===== config.mk =====
export PLATFORM = sky130hd
export DESIGN_NAME = doppler_nco_sched
export DESIGN_NICKNAME = d
export VERILOG_FILES = /design/src/rtl/doppler_nco_sched.sv
export SDC_FILE = /design/constraint.sdc
export NUM_CORES = 1
export LEC_CHECK = 0
export CORE_ASPECT_RATIO = 1.25
export CORE_MARGIN = 2
export CORE_UTILIZATION = 60
export DETAILED_ROUTE_END_ITERATION = 6
export GPL_TIMING_DRIVEN = 0
export PLACE_DENSITY_LB_ADDON = 0.05
export REMOVE_ABC_BUFFERS = 1
export SYNTH_ARGS = -nofsm -noshare
export SYNTH_HDL_FRONTEND = slang
export SYNTH_SLANG_ARGS = --single-unit

===== constraint.sdc =====
create_clock -name clk -period 4.25 [get_ports clk]
set_clock_uncertainty 0.15 [all_clocks]
set_input_delay 1.0625 -clock clk [delete_from_list [all_inputs] [get_ports clk]]
set_output_delay 1.0625 -clock clk [all_outputs]
set_load 0.01 [all_outputs]

===== src/rtl/doppler_nco_sched.sv =====
// Strobe sequencer and frequency-word configurator for doppler_nco: periodic nco_dv, Doppler rate ramp, boundary-aligned config.
// Optional output clamp with sticky freq_sat is compiled in by defining DOPPLER_SCHED_CLAMP_EN.
module doppler_nco_sched #(
  parameter int unsigned SAMPLE_DIV = 16,
  parameter int unsigned UPD_DIV    = 1024,
  parameter int unsigned RATE_W     = 24,
  parameter logic [31:0] FREQ_LIMIT = 32'h7FFFFFFF
) (
  input  logic              clk,
  input  logic              reset,
  input  logic              enable,
  input  logic              cfg_valid,
  output logic              cfg_ready,
  input  logic [31:0]       cfg_freq,
  input  logic [RATE_W-1:0] cfg_rate,
  output logic              nco_dv,
  output logic [31:0]       nco_freq,
  output logic              freq_sat
);

  localparam int DIV_W  = (SAMPLE_DIV > 2) ? $clog2(SAMPLE_DIV) : 1;
  localparam int STEP_W = (UPD_DIV > 1) ? $clog2(UPD_DIV) : 1;
  localparam logic [DIV_W-1:0]  DIV_LAST  = DIV_W'(SAMPLE_DIV - 1);
  localparam logic [STEP_W-1:0] STEP_LAST = STEP_W'(UPD_DIV - 1);
`ifdef DOPPLER_SCHED_CLAMP_EN
  localparam bit CLAMP_EN = 1'b1;
`else
  localparam bit CLAMP_EN = 1'b0;
`endif
  localparam logic signed [32:0] LIM_HI = $signed({1'b0, FREQ_LIMIT});
  localparam logic signed [32:0] LIM_LO = -LIM_HI;

  // state  | meaning
  // IDLE   | no strobes, config loads directly
  // RUN    | strobing, no pending config
  // PEND   | strobing, shadow config waits for the next strobe
  typedef enum logic [1:0] {S_IDLE, S_RUN, S_PEND} state_t;

  state_t              state_q, state_d;
  logic [DIV_W-1:0]    div_cnt_q, div_cnt_d;
  logic [STEP_W-1:0]   step_cnt_q, step_cnt_d;
  logic                nco_dv_q, nco_dv_d;
  logic [31:0]         nco_freq_q, nco_freq_d;
  logic [RATE_W-1:0]   rate_q, rate_d;
  logic                freq_sat_q, freq_sat_d;
  logic                cfg_ready_q, cfg_ready_d;
  logic [31:0]         shadow_freq_q, shadow_freq_d;
  logic [RATE_W-1:0]   shadow_rate_q, shadow_rate_d;

  logic                cfg_xfer;
  logic                div_wrap;
  logic signed [32:0]  freq_ext, rate_ext, sum;
  logic [31:0]         step_freq;
  logic                step_sat;

  assign cfg_xfer = cfg_valid & cfg_ready_q;
  assign div_wrap = (div_cnt_q == DIV_LAST);

  always_ff @(posedge clk) begin
    if (reset) begin
      state_q       <= S_IDLE;
      div_cnt_q     <= '0;
      step_cnt_q    <= '0;
      nco_dv_q      <= 1'b0;
      nco_freq_q    <= '0;
      rate_q        <= '0;
      freq_sat_q    <= 1'b0;
      cfg_ready_q   <= 1'b1;
      shadow_freq_q <= '0;
      shadow_rate_q <= '0;
    end else begin
      state_q       <= state_d;
      div_cnt_q     <= div_cnt_d;
      step_cnt_q    <= step_cnt_d;
      nco_dv_q      <= nco_dv_d;
      nco_freq_q    <= nco_freq_d;
      rate_q        <= rate_d;
      freq_sat_q    <= freq_sat_d;
      cfg_ready_q   <= cfg_ready_d;
      shadow_freq_q <= shadow_freq_d;
      shadow_rate_q <= shadow_rate_d;
    end
  end

  always_comb begin
    state_d = state_q;
    case (state_q)
      S_IDLE: if (enable) state_d = S_RUN;
      S_RUN: begin
        if (!enable)       state_d = S_IDLE;
        else if (cfg_xfer) state_d = S_PEND;
      end
      S_PEND: begin
        if (!enable)       state_d = S_IDLE;
        else if (nco_dv_q) state_d = S_RUN;
      end
      default: state_d = S_IDLE;
    endcase
  end

  // Rate step in 33 bits so an overflow is visible to the optional clamp.
  always_comb begin
    freq_ext  = $signed({nco_freq_q[31], nco_freq_q});
    rate_ext  = $signed({{(33 - RATE_W){rate_q[RATE_W-1]}}, rate_q});
    sum       = freq_ext + rate_ext;
    step_freq = sum[31:0];
    step_sat  = 1'b0;
    if (CLAMP_EN) begin
      if (sum > LIM_HI) begin
        step_freq = LIM_HI[31:0];
        step_sat  = 1'b1;
      end else if (sum < LIM_LO) begin
        step_freq = LIM_LO[31:0];
        step_sat  = 1'b1;
      end
    end
  end

  // Frequency updates land on the edge that ends the strobe cycle, so nco_freq is stable while nco_dv is high.
  always_comb begin
    div_cnt_d     = div_cnt_q;
    step_cnt_d    = step_cnt_q;
    nco_dv_d      = 1'b0;
    nco_freq_d    = nco_freq_q;
    rate_d        = rate_q;
    freq_sat_d    = freq_sat_q;
    shadow_freq_d = shadow_freq_q;
    shadow_rate_d = shadow_rate_q;
    cfg_ready_d   = (state_d != S_PEND);
    case (state_q)
      S_IDLE: begin
        div_cnt_d  = '0;
        step_cnt_d = '0;
        if (cfg_xfer) begin
          nco_freq_d = cfg_freq;
          rate_d     = cfg_rate;
          freq_sat_d = 1'b0;
        end
      end
      S_RUN, S_PEND: begin
        if (!enable) begin
          div_cnt_d  = '0;
          step_cnt_d = '0;
          if (state_q == S_PEND) begin
            nco_freq_d = shadow_freq_q;
            rate_d     = shadow_rate_q;
            freq_sat_d = 1'b0;
          end else if (cfg_xfer) begin
            nco_freq_d = cfg_freq;
            rate_d     = cfg_rate;
            freq_sat_d = 1'b0;
          end
        end else begin
          nco_dv_d  = div_wrap;
          div_cnt_d = div_wrap ? '0 : div_cnt_q + 1'b1;
          if (nco_dv_q) begin
            if (state_q == S_PEND) begin
              nco_freq_d = shadow_freq_q;
              rate_d     = shadow_rate_q;
              freq_sat_d = 1'b0;
              step_cnt_d = '0;
            end else if (step_cnt_q == STEP_LAST) begin
              step_cnt_d = '0;
              nco_freq_d = step_freq;
              freq_sat_d = freq_sat_q | step_sat;
            end else begin
              step_cnt_d = step_cnt_q + 1'b1;
            end
          end
          if (state_q == S_RUN && cfg_xfer) begin
            shadow_freq_d = cfg_freq;
            shadow_rate_d = cfg_rate;
          end
        end
      end
      default: ;
    endcase
  end

  assign cfg_ready = cfg_ready_q;
  assign nco_dv    = nco_dv_q;
  assign nco_freq  = nco_freq_q;
  assign freq_sat  = freq_sat_q;

endmodule


# == After elaboration in Yosys (flattened, before gate mapping) ==
# Index checks and enable logic that the tools add are counted.
# totals
output_inout_bits,35
elab_cells,66
ff_bits,131
in_bits,60
# op_classes
bitwise,3
reduce_logical,9
n_eq_ne,8
muxes,33
n_addsub,3
# op_table
operator,count
32-bit 2-to-1 mux,6
24-bit 2-to-1 mux,5
32-bit case mux with 2 select lines,1
24-bit case mux with 2 select lines,1
10-bit 2-to-1 mux,4
32-bit by 24-bit adder with 32-bit output,1
10-bit case mux with 2 select lines,1
"10-bit by 1-bit adder with 10-bit output, second input constant",1
"10-bit equality test, second input constant",1
2-bit 2-to-1 mux,5
3-bit AND reduction,3
4-bit 2-to-1 mux,2
4-bit case mux with 2 select lines,1
"3-bit inequality test, second input constant",2
2-bit case mux with 3 select lines,1
1-bit 2-to-1 mux,5
"4-bit by 1-bit adder with 4-bit output, second input constant",1
"4-bit equality test, second input constant",1
"4-bit inequality test, second input constant",1
3-bit OR reduction,1
"2-bit by 1-bit equality test with 1-bit output, second input constant",1
"2-bit equality test, second input constant",1
2-bit zero test,1
"2-bit inequality test, second input constant",1
other kinds (7),8

# == Longest topological paths before layout ==
# Gate-level depths: netlist (run 1).
# logic_depth
ltp_word,6
depth_mapped,11
depth_no_buf,10

# == Least setup slack after synthesis (run 1) ==
# No wires, ideal clock.
# synth_path
path_type,input port to flip-flop
start,input enable
end,register nco_freq_q[28] (netlist: nco_freq[28])
setup_time_ps,79
cell_stages,10
path_buffers,2
t_required_ps,4021
arrival_time_ps,2785
path_slack_ps,1236
path_cell_list,buf_2 > nand2_1 > or2_0 > buf_2 > a31oi_1 > nor3_4 > o211ai_1 > or3b_1 > a311o_1 > o211ai_1
# synth_via
elab_chain_cells,2
elab_cells_between_ends,5
classes_between,eq/ne: 2; mux: 2; reduce/logical: 1
# synth_rtl
element,line_no,source
from (decl),11,"input logic enable,"
4-bit inequality test (no source line) (tied with other cells),n/a,
3-bit AND reduction (no source line) / 32-bit case mux with 2 select lines (equally long branches),n/a,
to (signal assigned),76,nco_freq_q <= nco_freq_d;
to (decl),43,"logic [31:0] nco_freq_q, nco_freq_d;"
# Several ways; a longest one is shown, not always the timed one.
# A chain may end at the register's enable or synchronous reset.

# == Final worst setup path (run 1) ==
# Same ends and word-level chain as after synthesis.

==> impl_metrics.env, run 1 <==
export IMPL_detailroute_wirelength_met3_um=1450
export IMPL_critical_path_required_ns=4.46
export IMPL_rsz0062_at_grt="false"
export IMPL_num_fill_cells=933
export IMPL_ys_warnings_count=0
export IMPL_synth_simple_gate_area_share_pct=23.5
export IMPL_post_dp_cell_area_mm2=0.00873
export IMPL_postRouteAntennaNets=0
export IMPL_postSynthAreaPerCell_um2=7.35
export IMPL_leakage_power_of_the_design_nw=3.71
export IMPL_fp_dieArea_mm2=0.0136
export IMPL_dp_hpwl_um=14500
export IMPL_placeableCoreArea_mm2=0.0123
export IMPL_std_cell_rows=45
export IMPL_class_of_the_tightest_hold_or_removal_check="flop to flop"
export IMPL_synth_cell_area_mm2=0.00759
export IMPL_worst_slew_margin_rel_pct=9.51
export IMPL_worst_path_fanout_max=18
export IMPL_dpl_worst_slack_ns=-1.15
export IMPL_finalCriticalPeriod_ns=3.89
export IMPL_drtIter0Drc=534
export IMPL_floorplan_io_pins=95
export IMPL_wire_length_of_the_first_global_routing_pass_um=36000
export IMPL_drt_drc_violations_left=0
export IMPL_totalWireLength_um=22000
export IMPL_finalCritPeriodShare_pct=91.5
export IMPL_synth_edf_count=0
export IMPL_routabilityCongestion=0.917
export IMPL_via_per_inst=6.22
export IMPL_tot_gr_track_use_pct=32.8
export IMPL_initial_utilization_pct=61.9
export IMPL_cp_start_kind="input pin"
export IMPL_clock_sinks=131
export IMPL_num_nets_final=1187
export IMPL_via_count_of_the_first_global_routing_pass=7432
export IMPL_worst_slew_pin_slew_ns=1.36
export IMPL_clk_insertion_delay_late_ns=0.43
export IMPL_maxCapViolations=0
export IMPL_postCtsHoldBufs=0
export IMPL_timing_setup_critical_path_class="input pin to flop"
export IMPL_ys_ff_latch=131
export IMPL_top_signal_layer_used="met4"
export IMPL_setup_viol_count_final=0
export IMPL_worst_slack_ns=0.360
export IMPL_vias=7869
export IMPL_global_route_overflow=0
export IMPL_synth_adder_area_share_pct=6.36
export IMPL_combinational_family_with_the_most_area_after_synthesis="compound AO/OA/AOI/OAI gates"
export IMPL_run_status="finished clean"
export IMPL_detailroute_wirelength_met2_um=10700
export IMPL_layout_core_utilization_pct=76.5
export IMPL_die_width_um=105
export IMPL_synth_xor_area_share_pct=2.88
export IMPL_tritoncts_clock_tree="done"
export IMPL_achievable_frequency_mhz=257
export IMPL_port_buffer_count=94
export IMPL_endpoint_kind="flop"
export IMPL_finalHoldViolations=0
export IMPL_synth_mux_area_share_pct=0.544
export IMPL_worstPathArrival_ns=4.10
export IMPL_synth_flop_cell="sky130_fd_sc_hd__dfxtp_1"
export IMPL_area_sequential_mm2=0.00262
export IMPL_pwr_density_cell_mw_per_mm2=425
export IMPL_wl_met1_um=9110
export IMPL_drt_wirelength_per_cell_um=17.4
export IMPL_synth_cell_types=67
export IMPL_h_tree_depth=4
export IMPL_numCtsBuffers=17
export IMPL_antenna_cells=0
export IMPL_whs_ns=0.305
export IMPL_grt_antenna_before_repair=0
export IMPL_clk_pin_slew_worst_paths_ns=0.06
export IMPL_fin_area_mm2=0.00939
export IMPL_areaGrowthSynthToFinish_pct=23.7
export IMPL_drive_above_1_share_pct=5.90
export IMPL_chip_height_um=130
export IMPL_async_flop_share_pct=0
export IMPL_ys_seq_area_share_pct=34.5
export IMPL_detail_route_first_pass_iterations=6
export IMPL_root_buffer_master="sky130_fd_sc_hd__clkbuf_16"
export IMPL_grt_start_max_net_pins=77
export IMPL_final_max_slew_viol_count=0
export IMPL_synth_area_in_compound_gates_pct=28.0
export IMPL_multiInputGateArea_mm2=0.00469
export IMPL_synthesis_instances=1034
export IMPL_max_vdd_ir_drop_mv=0.250
export IMPL_setup_tns_final_ns=0
export IMPL_clock_tree_buffer_depth=2
==> cell usage in the layout (no fill, tap or decap), types with 4 or more instances in the layout <==
cell,n
sky130_fd_sc_hd__nand4_1,6
sky130_fd_sc_hd__a311oi_1,7
sky130_fd_sc_hd__a221oi_1,11
sky130_fd_sc_hd__nor3b_1,5
sky130_fd_sc_hd__nor2_1,122
sky130_fd_sc_hd__bufinv_16,5
sky130_fd_sc_hd__a21o_1,19
sky130_fd_sc_hd__o31ai_1,4
sky130_fd_sc_hd__o21bai_1,8
sky130_fd_sc_hd__nand3_1,20
sky130_fd_sc_hd__nor4_1,4
sky130_fd_sc_hd__nor3_1,33
sky130_fd_sc_hd__o21ai_0,46
sky130_fd_sc_hd__xor2_1,14
sky130_fd_sc_hd__a21oi_1,135
sky130_fd_sc_hd__a2111oi_0,4
sky130_fd_sc_hd__or3_1,6
sky130_fd_sc_hd__a222oi_1,8
sky130_fd_sc_hd__xnor2_1,11
sky130_fd_sc_hd__dfxtp_1,131
sky130_fd_sc_hd__nand2_1,183
sky130_fd_sc_hd__clkdlybuf4s50_1,92
sky130_fd_sc_hd__a22oi_1,5
sky130_fd_sc_hd__a211oi_1,14
sky130_fd_sc_hd__and3_1,11
sky130_fd_sc_hd__o211ai_1,7
sky130_fd_sc_hd__ha_1,37
sky130_fd_sc_hd__buf_8,8
sky130_fd_sc_hd__o21ai_1,27
sky130_fd_sc_hd__a31oi_1,8
sky130_fd_sc_hd__clkinv_4,4
sky130_fd_sc_hd__clkbuf_16,17
sky130_fd_sc_hd__inv_1,12
==> cells by family after synthesis <==
kind of cell / after synthesis
xor+xnor: 25
fa+ha+maj: 38
simple gates: 414
flops: 131
mux: 4
buf+inv: 83
compound gates: 339
==> per-stage QoR <==
step | power (mW) | cells
2_1_floorplan | 1.99 | 963
3_3_place_gp | 2.32 | 1221
3_5_place_dp | 2.36 | 1234
4_1_cts | 3.99 | 1266
5_1_grt | 4.16 | 1266
6_report | 3.99 | 1266
==> sequential cells by signal, indices dropped and copies added, names as in the netlist <==
register       cells
nco_freq          32
shadow_freq_q     32
rate_q            24
shadow_rate_q     24
step_cnt_q        10
div_cnt_q          4
state_q            2
cfg_ready          1
freq_sat           1
nco_dv             1
==> worst paths after layout <==
| check | start | end | slack [ns] | depth (start not counted) |
|---|---|---|---|---|
| min | shadow_rate_q[6] | shadow_rate_q[6] | 0.30 | 2 |
| max reg2reg | state_q[0] | nco_freq[28] | 0.41 | 12 |
| max | enable | nco_freq[28] | 0.36 | 11 |
| min reg2reg | shadow_rate_q[6] | shadow_rate_q[6] | 0.30 | 2 |
==> critical path: stages <==
cell and delay, ns:
sky130_fd_sc_hd__dlymetal6s2s_1 0.49, sky130_fd_sc_hd__nand2_2 0.32, sky130_fd_sc_hd__or2_2 0.50, sky130_fd_sc_hd__a31oi_1 0.45, sky130_fd_sc_hd__nor3_4 0.17, sky130_fd_sc_hd__buf_8 0.21, sky130_fd_sc_hd__buf_8 0.16, sky130_fd_sc_hd__o21ai_2 0.27
sky130_fd_sc_hd__a21oi_1 0.15, sky130_fd_sc_hd__o22a_1 0.22, sky130_fd_sc_hd__o211ai_1 0.07
==> cell usage after synthesis (11+ instances only) <==
library cell,n,share of area (%)
sky130_fd_sc_hd__a211oi_1,15,1.5
sky130_fd_sc_hd__a21o_1,19,1.9
sky130_fd_sc_hd__a21oi_1,135,8.9
sky130_fd_sc_hd__a221oi_1,11,1.3
sky130_fd_sc_hd__and3_1,11,0.91
sky130_fd_sc_hd__clkbuf_1,64,3.2
sky130_fd_sc_hd__dfxtp_1,131,35
sky130_fd_sc_hd__ha_1,37,6.1
sky130_fd_sc_hd__inv_1,12,0.59
sky130_fd_sc_hd__nand2_1,185,9.1
sky130_fd_sc_hd__nand3_1,20,1.3
sky130_fd_sc_hd__nor2_1,125,6.2
sky130_fd_sc_hd__nor3_1,33,2.2
sky130_fd_sc_hd__o21ai_0,46,3.0
sky130_fd_sc_hd__o21ai_1,29,1.9
sky130_fd_sc_hd__xnor2_1,11,1.3
sky130_fd_sc_hd__xor2_1,14,1.6
==> metal layers <==
layer	GRT usage, %	up-vias
met2	56.5	340
met4	16.0	0
met3	5.59	64
li1	-	3808
met5	0	-
met1	40.1	3657
==> power by group <==
part	internal (mW)	switching, mW	total, mW
sequential	1.31	0.0775	1.38
clock	1.06	0.576	1.63
combinational	0.425	0.551	0.976
total	2.79	1.20	3.99
==> timing repair <==
action,CTS,global route
buffers inserted,0,0
resized for setup,4,1
endpoints found under the setup margin,22,14
==> final cells by class <==
type	instances	share of cell area (%)
multi-input combinational	820	50.0
sequential	131	27.9
timing repair buffer	107	12.5
clock buffer	19	4.72
clock inverter	13	2.21
tap	164	2.18
inverter	12	0.480
Note: power is estimated with default switching activity, not from simulation.
==> run 2: changes to the inputs <==
--- a/config.mk
+++ b/config.mk
@@ -5,13 +5,16 @@
 export SDC_FILE = /design/constraint.sdc
 export NUM_CORES = 1
 export LEC_CHECK = 0
+export CELL_PAD_IN_SITES_DETAIL_PLACEMENT = 1
+export CELL_PAD_IN_SITES_GLOBAL_PLACEMENT = 2
 export CORE_ASPECT_RATIO = 1.25
 export CORE_MARGIN = 2
-export CORE_UTILIZATION = 60
+export CORE_UTILIZATION = 35
 export DETAILED_ROUTE_END_ITERATION = 6
 export GPL_TIMING_DRIVEN = 0
 export PLACE_DENSITY_LB_ADDON = 0.05
 export REMOVE_ABC_BUFFERS = 1
+export SLEW_MARGIN = 5
 export SYNTH_ARGS = -nofsm -noshare
 export SYNTH_HDL_FRONTEND = slang
 export SYNTH_SLANG_ARGS = --single-unit
==> run 2 against run 1 <==
Via count is 1.6% lower. Power decreased by 2.2%. Setup slack worse by 0.032 ns. Worst hold slack improved by 0.0019 ns. Sequential share of layout area fell by 0.41 points. Non-clock buffer count grew 2. First-iteration DRC count shrank 32%.
==> impl_metrics.env, run 2 (synthesis gave the netlist of run 1 again) <==
export IMPL_critical_path_max_stage_delay_ns=0.98
export IMPL_placeableCoreArea_mm2=0.0214
export IMPL_drtIter0Drc=365
export IMPL_num_fill_cells=2616
export IMPL_worst_slew_pin_slew_ns=1.25
export IMPL_final_max_slew_viol_count=0
export IMPL_max_vdd_ir_drop_mv=0.295
export IMPL_chip_height_um=169
export IMPL_numCtsBuffers=17
export IMPL_worstPathArrival_ns=4.06
export IMPL_intPower_mw=2.61
export IMPL_most_common_layout_cells="sky130_fd_sc_hd__nand2_1 (183), sky130_fd_sc_hd__a21oi_1 (135), sky130_fd_sc_hd__dfxtp_1 (131)"
export IMPL_maxCapViolations=0
export IMPL_floorplan_io_pins=95
export IMPL_clk_pin_slew_worst_paths_ns=0.06
export IMPL_mostFrequentLayoutCell="sky130_fd_sc_hd__nand2_1"
export IMPL_rsz0062_at_grt="false"
export IMPL_grt_antenna_before_repair=0
export IMPL_initial_utilization_pct=35.5
export IMPL_critical_path_cell_chain="clkdlybuf4s50_1 > and2_1 > nand4_1 > buf_6 > buf_8 > nand2_1 > a21oi_1"
export IMPL_combinational_share_of_power_pct=26.1
export IMPL_finalHoldViolations=0
export IMPL_drt_drc_violations_left=0
export IMPL_slack_of_the_worst_reg_to_reg_path_ns=0.39
export IMPL_grt_start_max_net_pins=98
export IMPL_achievable_frequency_mhz=255
export IMPL_post_dp_cell_area_mm2=0.00894
export IMPL_postCtsHoldBufs=0
export IMPL_drt_wirelength_per_cell_um=19.1
export IMPL_worst_slew_margin_rel_pct=16.5
export IMPL_routabilityCongestion=0.817
export IMPL_timing_setup_critical_path_class="input pin to flop"
export IMPL_delay_heaviest_family_cp="simple AND/OR/NAND/NOR gates"
export IMPL_via_count_of_the_first_global_routing_pass=7896
export IMPL_layout_cells_non_filler=1383
export IMPL_tritoncts_clock_tree="done"
export IMPL_port_buffer_count=94
export IMPL_worst_path_fanout_max=26
export IMPL_antenna_cells=0
export IMPL_fp_dieArea_mm2=0.0229
export IMPL_detail_route_first_pass_iterations=5
export IMPL_dp_hpwl_um=18000
export IMPL_finalCritPeriodShare_pct=92.3
export IMPL_die_width_um=136
export IMPL_critical_path_required_ns=4.39
export IMPL_run_status="finished clean"
export IMPL_num_nets_final=1189
export IMPL_power_share_sequential_pct=35.4
export IMPL_drive_above_1_share_pct=6.34
export IMPL_global_route_overflow=0
export IMPL_fin_area_mm2=0.00953
export IMPL_leakage_power_of_the_design_nw=3.68
export IMPL_pwr_density_cell_mw_per_mm2=410
export IMPL_postRouteAntennaNets=0
export IMPL_wire_length_of_the_first_global_routing_pass_um=42400
export IMPL_totalWireLength_um=26400
export IMPL_h_tree_depth=4
export IMPL_clk_insertion_delay_late_ns=0.43
export IMPL_critical_path_buf_inv_count=3
export IMPL_endpoint_kind="flop"
export IMPL_areaGrowthSynthToFinish_pct=25.5
export IMPL_power_net_switching_mw=1.29
export IMPL_cpMaxStageDelayCell="sky130_fd_sc_hd__and2_1"
export IMPL_vias=7740
export IMPL_via_per_inst=5.60
export IMPL_class_of_the_tightest_hold_or_removal_check="flop to flop"
export IMPL_placed_cells_incl_taps=1350
export IMPL_std_cell_rows=60
export IMPL_root_buffer_master="sky130_fd_sc_hd__clkbuf_16"
export IMPL_finalCriticalPeriod_ns=3.92
export IMPL_clock_sinks=131
export IMPL_clock_tree_buffer_depth=2
export IMPL_power_share_clock_pct=38.5
export IMPL_tot_gr_track_use_pct=23.4
export IMPL_p_sw_share_pct=33.1
export IMPL_setup_viol_count_final=0
export IMPL_cp_start_kind="input pin"
[run 2: area by class of cell]
cell class,count,area (µm²),area share [%]
tap,279,349,3.66
clock inverter,14,155,1.63
inverter,12,45.0,0.472
multi-input combinational,820,4710,49.4
sequential,131,2620,27.5
clock buffer,18,429,4.50
timing repair buffer,109,1220,12.8
[run 2: power by group through the flow]
| stage | Combinational, mW | Sequential (mW) | Clock (mW) |
|---|---|---|---|
| 3_5_place_dp | 1.01 | 1.41 | 0 |
| 2_1_floorplan | 0.583 | 1.41 | 0 |
| 4_1_cts | 1.02 | 1.39 | 1.53 |
| 5_1_grt | 1.13 | 1.40 | 1.59 |
| 3_3_place_gp | 0.961 | 1.41 | 0 |
| 6_report | 1.02 | 1.38 | 1.50 |
[run 2: worst paths after layout]
path,from,end,cells after the start
worst max-delay path,cfg_valid,shadow_rate_q[18],7
worst min-delay path,shadow_freq_q[12],shadow_freq_q[12],2
worst max register to register,state_q[1],nco_freq[28],12
worst min register to register,shadow_freq_q[12],shadow_freq_q[12],2
[run 2: through the flow]
step	setup WS (ns)	hold WS (ns)	setup TNS [ns]	utilization [%]	power (mW)
final	0.329	0.307	0	44.6	3.91
after global routing	0.0550	0.325	0	44.6	4.11
after CTS	0.102	0.308	0	44.5	3.94
after detailed placement	-1.65	0.300	-38.85	41.8	2.42
after global placement	-3.04	0.293	-319.81	40.3	2.37
after floorplan	0.368	0.277	0	-	1.99
[run 2: tightest hold or removal path, cell delays in order (launching register included)]
cell	delay [ns]
sky130_fd_sc_hd__dfxtp_1	0.31
sky130_fd_sc_hd__nand2_1	0.05
sky130_fd_sc_hd__a21oi_1	0.05
[run 2: layer usage]
layer / track usage (%) / share of wire [%] / vias up / routed length (µm)
met2: 41.7 / 50 / 125 / 13300
li1: - / - / 3811 / -
met4: 5.89 / 1.3 / 0 / 332
met1: 29.3 / 45 / 3784 / 11900
met3: 3.74 / 3.2 / 20 / 848
met5: 0 / 0 / - / 0
[run 2: what timing repair did]
action                     4_1_cts  5_1_grt
buffers inserted                 0        1
pin swaps                        0        1
setup endpoints to repair       33        2
resized for setup                5        3
==> run 3: changes to the inputs <==
--- a/config.mk
+++ b/config.mk
@@ -12,7 +12,7 @@
 export CORE_UTILIZATION = 35
 export DETAILED_ROUTE_END_ITERATION = 6
 export GPL_TIMING_DRIVEN = 0
-export PLACE_DENSITY_LB_ADDON = 0.05
+export PLACE_DENSITY = 0.95
 export REMOVE_ABC_BUFFERS = 1
 export SLEW_MARGIN = 5
 export SYNTH_ARGS = -nofsm -noshare
==> run 3 against run 2 <==
Power is 1.4% lower. Count of clock-buffer cells in the layout is 4 higher. Register-to-register slack better by 0.02 ns. Worst hold slack worse by 0.0019 ns. Combinational power hardly changed. Cell count is 0.14% lower.
==> impl_metrics.env, run 3 (synthesis gave the netlist of run 1 again) <==
export IMPL_class_of_the_tightest_hold_or_removal_check="flop to flop"
export IMPL_endpoint_kind="flop"
export IMPL_clk_insertion_delay_late_ns=0.43
export IMPL_dp_hpwl_um=17400
export IMPL_worst_slew_margin_rel_pct=14.1
export IMPL_pwr_density_cell_mw_per_mm2=405
export IMPL_achievable_frequency_mhz=255
export IMPL_power_total_mw=3.85
export IMPL_std_cell_rows=60
export IMPL_wire_length_of_the_first_global_routing_pass_um=41500
export IMPL_layout_cells_non_filler=1381
export IMPL_via_count_of_the_first_global_routing_pass=7986
export IMPL_cp_start_kind="input pin"
export IMPL_rsz0062_at_grt="false"
export IMPL_max_vdd_ir_drop_mv=0.299
export IMPL_setup_viol_count_final=0
export IMPL_drt_wirelength_per_cell_um=18.6
export IMPL_timing_setup_critical_path_class="input pin to flop"
export IMPL_finalCritPeriodShare_pct=92.3
export IMPL_critical_path_required_ns=4.42
export IMPL_via_per_inst=5.67
export IMPL_global_route_overflow=0
export IMPL_root_buffer_master="sky130_fd_sc_hd__clkbuf_16"
export IMPL_worst_path_fanout_max=25
export IMPL_grt_start_max_net_pins=69
export IMPL_finalCriticalPeriod_ns=3.92
export IMPL_chip_height_um=169
export IMPL_detail_route_first_pass_iterations=5
export IMPL_clk_pin_slew_worst_paths_ns=0.06
export IMPL_finalHoldViolations=0
export IMPL_num_nets_final=1187
export IMPL_antenna_cells=0
export IMPL_worst_slew_pin_slew_ns=1.29
export IMPL_placeableCoreArea_mm2=0.0214
export IMPL_placed_cells_incl_taps=1349
export IMPL_port_buffer_count=94
export IMPL_drtIter0Drc=402
export IMPL_tritoncts_clock_tree="done"
export IMPL_maxCapViolations=0
export IMPL_tot_gr_track_use_pct=22.7
export IMPL_postCtsHoldBufs=0
export IMPL_drt_drc_violations_left=0
export IMPL_areaGrowthSynthToFinish_pct=25.2
export IMPL_die_width_um=136
export IMPL_vias=7832
export IMPL_postRouteAntennaNets=0
export IMPL_totalWireLength_um=25700
export IMPL_initial_utilization_pct=35.5
export IMPL_leakage_power_of_the_design_nw=3.69
export IMPL_h_tree_depth=4
export IMPL_routabilityCongestion=0.818
export IMPL_floorplan_io_pins=95
export IMPL_mostFrequentLayoutCell="sky130_fd_sc_hd__nand2_1"
export IMPL_final_max_slew_viol_count=0
export IMPL_most_common_layout_cells="sky130_fd_sc_hd__nand2_1 (183), sky130_fd_sc_hd__a21oi_1 (135), sky130_fd_sc_hd__dfxtp_1 (131)"
export IMPL_drive_above_1_share_pct=5.81
export IMPL_clock_tree_buffer_depth=2
export IMPL_worstPathArrival_ns=4.10
export IMPL_fp_dieArea_mm2=0.0229
export IMPL_numCtsBuffers=17
export IMPL_clock_sinks=131
export IMPL_grt_antenna_before_repair=0
export IMPL_run_status="finished clean"
run 3: changes by cell type in the layout (fill, tap and decap cells not counted), sizes merged:
| cell | change |
|---|---|
| buf | -2 |
| clkbuf | +3 |
| clkinv | +2 |
| clkinvlp | -3 |
| dlymetal6s2s | +1 |
| inv | -3 |
run 3: stage by stage:
stage | setup WS (ns) | util, % | hold slack, ns | TNS, ns | instance area (µm²)
6_report | 0.326 | 44.4 | 0.305 | 0 | 9510
4_1_cts | 0.0168 | 44.4 | 0.306 | 0 | 9500
3_5_place_dp | -1.04 | 41.7 | 0.297 | -17.64 | 8930
3_3_place_gp | -2.66 | 40.3 | 0.292 | -281.20 | 8610
5_1_grt | 0.159 | 44.4 | 0.324 | 0 | 9510
2_1_floorplan | 0.368 | - | 0.277 | 0 | 7320
run 3: final timing paths:
kind	from	cells past startpoint	slack (ns)	to
max	enable	10	0.33	nco_freq[30]
min reg2reg	shadow_rate_q[0]	2	0.30	shadow_rate_q[0]
min	shadow_rate_q[0]	2	0.30	shadow_rate_q[0]
max reg2reg	state_q[0]	11	0.41	nco_freq[30]
run 3: layer usage:
| metal | part of all wire, % | global-route usage (%) | wire, µm | up-vias |
|---|---|---|---|---|
| met3 | 3.2 | 3.08 | 832 | 37 |
| met1 | 44 | 28.1 | 11300 | 3826 |
| met5 | 0 | 0 | 0 | - |
| li1 | - | - | - | 3811 |
| met4 | 2.4 | 8.61 | 627 | 0 |
| met2 | 50 | 39.8 | 12900 | 158 |
run 3: what timing repair did:
item / CTS / global route
hold endpoints to repair: 0 / 0
resized for setup: 5 / 1
setup buffers: 0 / 0
setup endpoints to repair: 16 / 5
run 3: worst max-delay path, stage by stage:
cell,delay (ns)
sky130_fd_sc_hd__dlymetal6s2s_1,0.53
sky130_fd_sc_hd__nand2_2,0.35
sky130_fd_sc_hd__or2_2,0.51
sky130_fd_sc_hd__a31oi_1,0.46
sky130_fd_sc_hd__nor3_4,0.08
sky130_fd_sc_hd__buf_16,0.20
sky130_fd_sc_hd__buf_16,0.17
sky130_fd_sc_hd__a21o_1,0.19
sky130_fd_sc_hd__and4_1,0.19
sky130_fd_sc_hd__a2111oi_2,0.34
run 3: area by class of cell:
class / count / area (µm²)
fillers: 2630 / 11900
multi-input cells: 820 / 4710
flip-flops and latches: 131 / 2620
repair buffers: 107 / 1220
clock buffers: 22 / 454
well taps: 279 / 349
clock inverters: 10 / 109
inverters: 12 / 45.0
run 3: where the power goes:
group	switching (mW)	total (mW)	internal (mW)
Sequential	0.0824	1.39	1.31
Clock	0.583	1.46	0.874
Combinational	0.573	1.01	0.432
Total	1.24	3.85	2.61
